### src/rtl/demux_register_pkg.sv
// ---------------------------------------------------------------------------
// demux_register_pkg
//   Shared definitions for the registered 1-to-2 demultiplexer.
//   SEL_CH1 / SEL_CH2 : select encoding, identical to the 2-to-1 mux-register
//                       on the producer side of the datapath.
//   DEFAULT_WIDTH     : default data word width.
//   DEFAULT_DEPTH     : default entries per channel FIFO.
// ---------------------------------------------------------------------------
package demux_register_pkg;

  localparam logic SEL_CH1       = 1'b0;
  localparam logic SEL_CH2       = 1'b1;
  localparam int   DEFAULT_WIDTH = 3;
  localparam int   DEFAULT_DEPTH = 2;

endpackage : demux_register_pkg

### src/rtl/demux_fifo_ch.sv
// ---------------------------------------------------------------------------
// demux_fifo_ch
//   One output channel of the demultiplexer: a small synchronous FIFO.
//   Ports:
//     clk, reset : rising-edge clock, synchronous active-high reset
//     push, din  : write request and data; ignored while full
//     full       : occupancy equals DEPTH
//     pop        : consumer ready; ignored while empty
//     dout       : head-of-queue word, forced to 0 while empty
//     valid      : at least one word is held
//     level      : occupancy, 0..DEPTH
//
//   Handshake: a transfer happens on a rising edge exactly when the
//   valid-side and ready-side signals are both high at that edge. On the
//   write side "valid" is push and "ready" is !full; on the read side
//   "valid" is valid and "ready" is pop. Neither ready depends on its
//   matching valid.
// ---------------------------------------------------------------------------
module demux_fifo_ch #(
  parameter int WIDTH = 3,
  parameter int DEPTH = 2,
  parameter int LVL_W = $clog2(DEPTH + 1)
) (
  input  logic             clk,
  input  logic             reset,
  input  logic             push,
  input  logic [WIDTH-1:0] din,
  output logic             full,
  input  logic             pop,
  output logic [WIDTH-1:0] dout,
  output logic             valid,
  output logic [LVL_W-1:0] level
);

  localparam int PTR_W = $clog2(DEPTH);

  logic [WIDTH-1:0] mem [DEPTH];
  logic [PTR_W-1:0] wr_ptr;
  logic [PTR_W-1:0] rd_ptr;
  logic [LVL_W-1:0] count;
  logic             do_push;
  logic             do_pop;

  assign full    = (count == LVL_W'(DEPTH));
  assign valid   = (count != '0);
  assign level   = count;
  assign do_push = push & ~full;
  assign do_pop  = pop & valid;

  // Storage is only observable through the masked head word, so it needs
  // no reset.
  assign dout = valid ? mem[rd_ptr] : '0;

  always_ff @(posedge clk) begin
    if (do_push && !reset) begin
      mem[wr_ptr] <= din;
    end
  end

  // DEPTH is a power of two, so the natural rollover of the PTR_W-bit
  // pointers is exactly the modulo-DEPTH wrap.
  always_ff @(posedge clk) begin
    if (reset) begin
      wr_ptr <= '0;
      rd_ptr <= '0;
      count  <= '0;
    end else begin
      if (do_push) wr_ptr <= wr_ptr + PTR_W'(1);
      if (do_pop)  rd_ptr <= rd_ptr + PTR_W'(1);
      case ({do_push, do_pop})
        2'b10:   count <= count + LVL_W'(1);
        2'b01:   count <= count - LVL_W'(1);
        default: count <= count;
      endcase
    end
  end

endmodule : demux_fifo_ch

### src/rtl/demux_register.sv
// ---------------------------------------------------------------------------
// demux_register
//   Registered 1-to-2 demultiplexer. One producer stream is steered by sel
//   into one of two independent FIFO-buffered output channels.
//   Ports:
//     clk, reset           : rising-edge clock, synchronous active-high reset
//     d_in, sel, in_valid  : producer word, channel select, word present
//     in_ready             : selected channel is not full (combinational,
//                            independent of in_valid)
//     d_out1, out1_valid,  : channel 1 head word (0 when empty), non-empty
//     out1_ready           : flag, consumer accept
//     d_out2, out2_valid,  : channel 2, same meaning
//     out2_ready
//     level1, level2       : channel occupancies, 0..DEPTH
//
//   Handshake: every transfer (producer push, per-channel pop) occurs on a
//   rising edge where its valid and ready are both high; ready never
//   depends on valid, and a full channel offers no same-cycle pass-through.
// ---------------------------------------------------------------------------
module demux_register
  import demux_register_pkg::*;
#(
  parameter int WIDTH = DEFAULT_WIDTH,
  parameter int DEPTH = DEFAULT_DEPTH,
  parameter int LVL_W = $clog2(DEPTH + 1)
) (
  input  logic             clk,
  input  logic             reset,
  input  logic [WIDTH-1:0] d_in,
  input  logic             sel,
  input  logic             in_valid,
  output logic             in_ready,
  output logic [WIDTH-1:0] d_out1,
  output logic             out1_valid,
  input  logic             out1_ready,
  output logic [WIDTH-1:0] d_out2,
  output logic             out2_valid,
  input  logic             out2_ready,
  output logic [LVL_W-1:0] level1,
  output logic [LVL_W-1:0] level2
);

  logic full1;
  logic full2;
  logic push1;
  logic push2;

  assign in_ready = (sel == SEL_CH1) ? ~full1 : ~full2;

  // Only the selected channel ever sees a push.
  assign push1 = in_valid & in_ready & (sel == SEL_CH1);
  assign push2 = in_valid & in_ready & (sel == SEL_CH2);

  demux_fifo_ch #(
    .WIDTH (WIDTH),
    .DEPTH (DEPTH),
    .LVL_W (LVL_W)
  ) u_ch1 (
    .clk   (clk),
    .reset (reset),
    .push  (push1),
    .din   (d_in),
    .full  (full1),
    .pop   (out1_ready),
    .dout  (d_out1),
    .valid (out1_valid),
    .level (level1)
  );

  demux_fifo_ch #(
    .WIDTH (WIDTH),
    .DEPTH (DEPTH),
    .LVL_W (LVL_W)
  ) u_ch2 (
    .clk   (clk),
    .reset (reset),
    .push  (push2),
    .din   (d_in),
    .full  (full2),
    .pop   (out2_ready),
    .dout  (d_out2),
    .valid (out2_valid),
    .level (level2)
  );

endmodule : demux_register

### config.mk
export PLATFORM = sky130hd
export DESIGN_NAME = demux_register
export DESIGN_NICKNAME = d
export VERILOG_FILES = /design/src/rtl/demux_register_pkg.sv /design/src/rtl/demux_fifo_ch.sv /design/src/rtl/demux_register.sv
export SDC_FILE = /design/constraint.sdc
export NUM_CORES = 1
export LEC_CHECK = 0
export BUFFER_PORTS_ARGS = -buffer_cell sky130_fd_sc_hd__buf_2
export CELL_PAD_IN_SITES_DETAIL_PLACEMENT = 0
export CELL_PAD_IN_SITES_GLOBAL_PLACEMENT = 2
export CORE_UTILIZATION = 29
export DETAILED_ROUTE_END_ITERATION = 8
export GPL_TIMING_DRIVEN = 0
export PLACE_DENSITY_LB_ADDON = 0.08
export SETUP_SLACK_MARGIN = 0.02
export SLEW_MARGIN = 10
export SYNTH_ARGS = -nofsm -noshare
export SYNTH_HDL_FRONTEND = slang
export SYNTH_SLANG_ARGS = --single-unit
### constraint.sdc
create_clock -name clk -period 4.4 [get_ports clk]
set_clock_uncertainty 0.15 [all_clocks]
set_input_delay 0.88 -clock clk [delete_from_list [all_inputs] [get_ports clk]]
set_output_delay 0.88 -clock clk [all_outputs]
set_load 0.005 [all_outputs]
==> insert_results.sql <==
INSERT INTO impl_metrics (metric_group, metric, value, unit) VALUES
('clock_network', 'max-clock-path-buffers', '2', ''),
('timing', 'hold_viol', '0', ''),
('critical_path', 'crit_cells', '3', ''),
('timing', 'unrepaired_setup_endpoints_after_global_routing', 'false', ''),
('placement', 'place.detailed.hpwl', '1180', 'um'),
('critical_path', 'ff2ff_path_depth', '5', ''),
('clock_network', 'cts-resized-gates', '0', ''),
('timing', 'timing.max_slew.rel_slack', '69.3', '%'),
('power_and_ir_drop', 'cellLeakagePower', '0.453', 'nW'),
('critical_path', 'crit_buf_inv', '2', ''),
('critical_path', 'worstPathArrival', '1.47', 'ns'),
('floorplan', 'placementRows', '20', ''),
('timing', 'setup_total_negative_slack', '0', 'ns'),
('final_layout', 'multi_input_comb_area', '332', 'um2'),
('global_routing', 'grt_max_degree', '12', ''),
('detailed_routing', 'via_count', '617', ''),
('power_and_ir_drop', 'power.density', '539', 'nW/um2'),
('synth', 'syn_inst', '81', ''),
('synth', 'ys.warnings.count', '0', ''),
('min_path', 'hold_path.class', 'reg -> reg', ''),
('clock_network', 'cts_buffers', '3', ''),
('final_layout', 'post_route_cells_drive_above_1_share', '23.8', '%'),
('detailed_routing', 'ant_nets', '0', ''),
('detailed_routing', 'firstDrtPassIters', '4', ''),
('min_path', 'min_delay_path_depth', '1', ''),
('detailed_routing', 'drc', '0', ''),
('power_and_ir_drop', 'clock_power_share', '14.3', '%'),
('synth', 'synth.ff_latch_count', '22', ''),
('power_and_ir_drop', 'ir_worst_vdd', '0.187', 'mV'),
('final_layout', 'area_growth', '19.9', '%'),
('clock_network', 'worst_skew_late_latency', '0.29', 'ns'),
('timing', 'min_clock_period_post_route', '2.50', 'ns'),
('global_routing', 'overflow', '0', ''),
('critical_path', 'worstPathRequired', '3.37', 'ns'),
('critical_path', 'critical_path.slowest_cell', 'mux2_2', ''),
('floorplan', 'pin_count', '22', ''),
('global_routing', 'first_global_vias', '545', ''),
('floorplan', 'initial_util', '30.3', '%'),
('clock_network', 'cts_max_level', '1', ''),
('final_layout', 'ff_latch_area', '561', 'um2'),
('power_and_ir_drop', 'p_seq_share', '49.0', '%'),
('clock_network', 'buffers_inserted_by_post_cts_timing_repair', '0', ''),
('clock_network', 'cts.clk_slew.worst_paths', '0.11', 'ns'),
('final_layout', 'most_common_cell_after_layout_fill_and_taps_aside', 'buf_2', ''),
('synth', 'synth.avg_cell_area', '11.3', 'um2'),
('floorplan', 'die_height', '58.3', 'um'),
('critical_path', 'cp_common_cell', 'buf_2', ''),
('global_routing', 'wire_length_of_the_first_global_routing_pass', '2480', 'um'),
('critical_path', 'cp_top_family', 'multiplexers', ''),
('power_and_ir_drop', 'p_comb_share', '36.7', '%'),
('global_routing', 'gr-usage-all-layers', '10.0', '%'),
('detailed_routing', 'vias_per_cell', '4.14', ''),
('power_and_ir_drop', 'power.internal', '0.394', 'mW'),
('critical_path', 'worstSetupPathType', 'in -> out', ''),
('synth', 'post_synth_instance_area', '918', 'um2'),
('synth', 'ys_seq_area_share', '61.0', '%'),
('clock_network', 'numClockSinks', '22', ''),
('detailed_routing', 'drt-total-wl', '1510', 'um'),
('critical_path', 'timing.critical_path.slowest_cell_delay', '0.33', 'ns'),
('timing', 'worstMarginPinSlew', '0.461', 'ns'),
('critical_path', 'critical_path.cell_chain', 'buf_2, mux2_2, buf_2', ''),
('detailed_routing', 'drt-initial-drc-count', '18', ''),
('critical_path', 'critPathCaptureType', 'output port', ''),
('flow_run', 'cap_violations', '0', ''),
('critical_path', 'critical_path.max_fanout', '5', ''),
('floorplan', 'design.die.area', '3400', 'um2'),
('placement', 'number_of_buffers_added_on_ports', '21', ''),
('timing', 'slew_viol_final', '0', ''),
('timing', 'share_of_the_clock_period_used_by_the_worst_path', '56.7', '%'),
('status', 'run_status', 'complete, no violations', ''),
('detailed_routing', 'routed_wl_per_cell', '10.1', 'um');
==> metrics by stage <==
stage | setup WS (ns) | instance area, um2 | util (%) | hold WS (ns) | std cells
2_1_floorplan | 2.18 | 918 | - | 0.276 | 81
3_3_place_gp | 1.91 | 1080 | 35.6 | 0.285 | 146
3_5_place_dp | 1.91 | 1080 | 35.6 | 0.295 | 146
4_1_cts | 1.91 | 1100 | 36.4 | 0.311 | 149
5_1_grt | 1.88 | 1100 | 36.4 | 0.341 | 149
6_report | 1.90 | 1100 | 36.4 | 0.307 | 149
==> cell usage after synthesis <==
cell	number	share of area (%)
or3_1	2	1.4
inv_1	6	2.5
nor3_1	1	0.54
mux2i_1	6	6.5
nand3_1	2	1.1
ha_1	2	2.7
xor2_1	4	3.8
dfxtp_1	10	22
nor2_1	18	7.4
a32o_1	1	1.1
nand2b_1	2	1.4
mux2_2	1	1.2
xnor2_1	2	1.9
nand3b_1	1	0.82
a21oi_1	2	1.1
edfxtp_1	12	39
and3_1	1	0.68
nor2b_1	2	1.4
o2bb2ai_1	1	0.95
o21ai_0	4	2.2
clkbuf_1	1	0.41
==> sequential cells by signal (all words and copies together) (netlist names), named ones only <==
name          count
u_ch2.level       2
u_ch2.mem         6
u_ch1.mem         6
u_ch2.rd_ptr      1
u_ch2.wr_ptr      1
u_ch1.rd_ptr      1
u_ch1.wr_ptr      1
u_ch1.level       2
==> layer usage <==
metal	track usage, %	vias to the layer above	share of wire, %
li1	-	324	-
met1	14.2	274	51
met2	14.3	17	44
met3	2.23	2	4.0
met4	5.10	0	1.3
met5	0	-	0
==> final cells by class <==
cell class | count | area share, %
multi-input cells | 52 | 30.1
clock buffers | 3 | 2.05
repair buffers | 21 | 9.55
flip-flops and latches | 22 | 50.9
inverters | 6 | 2.05
well taps | 44 | 5.00
plain buffers | 1 | 0.341
==> cells by family after synthesis <==
| logic type | Yosys count | synth area share, % |
|---|---|---|
| simple gates | 29 | 14.6 |
| xor+xnor | 6 | 5.72 |
| compound gates | 8 | 5.31 |
| mux | 7 | 7.77 |
| flops | 22 | 61.0 |
| buf+inv | 7 | 2.86 |
| fa+ha+maj | 2 | 2.72 |
==> path summary, 6_finish.rpt <==
path | startpoint | endpoint | slack, ns
max | sel | in_ready | 1.90
min | u_ch2.wr_ptr$_SDFFE_PP0P_ | u_ch2.wr_ptr$_SDFFE_PP0P_ | 0.31
max reg2reg | u_ch2.level[0]$_SDFFE_PP0P_ | u_ch2.level[1]$_SDFFE_PP0P_ | 2.58
min reg2reg | u_ch2.wr_ptr$_SDFFE_PP0P_ | u_ch2.wr_ptr$_SDFFE_PP0P_ | 0.31
==> power by group through the flow <==
stage | sequential [mW] | clock, mW | combinational, mW
6_report | 0.291 | 0.0848 | 0.218
5_1_grt | 0.299 | 0.0981 | 0.250
4_1_cts | 0.293 | 0.0888 | 0.222
3_5_place_dp | 0.298 | 0 | 0.220
3_3_place_gp | 0.298 | 0 | 0.219
2_1_floorplan | 0.291 | 0 | 0.140
No activity file was read; power rests on OpenSTA's default activity.
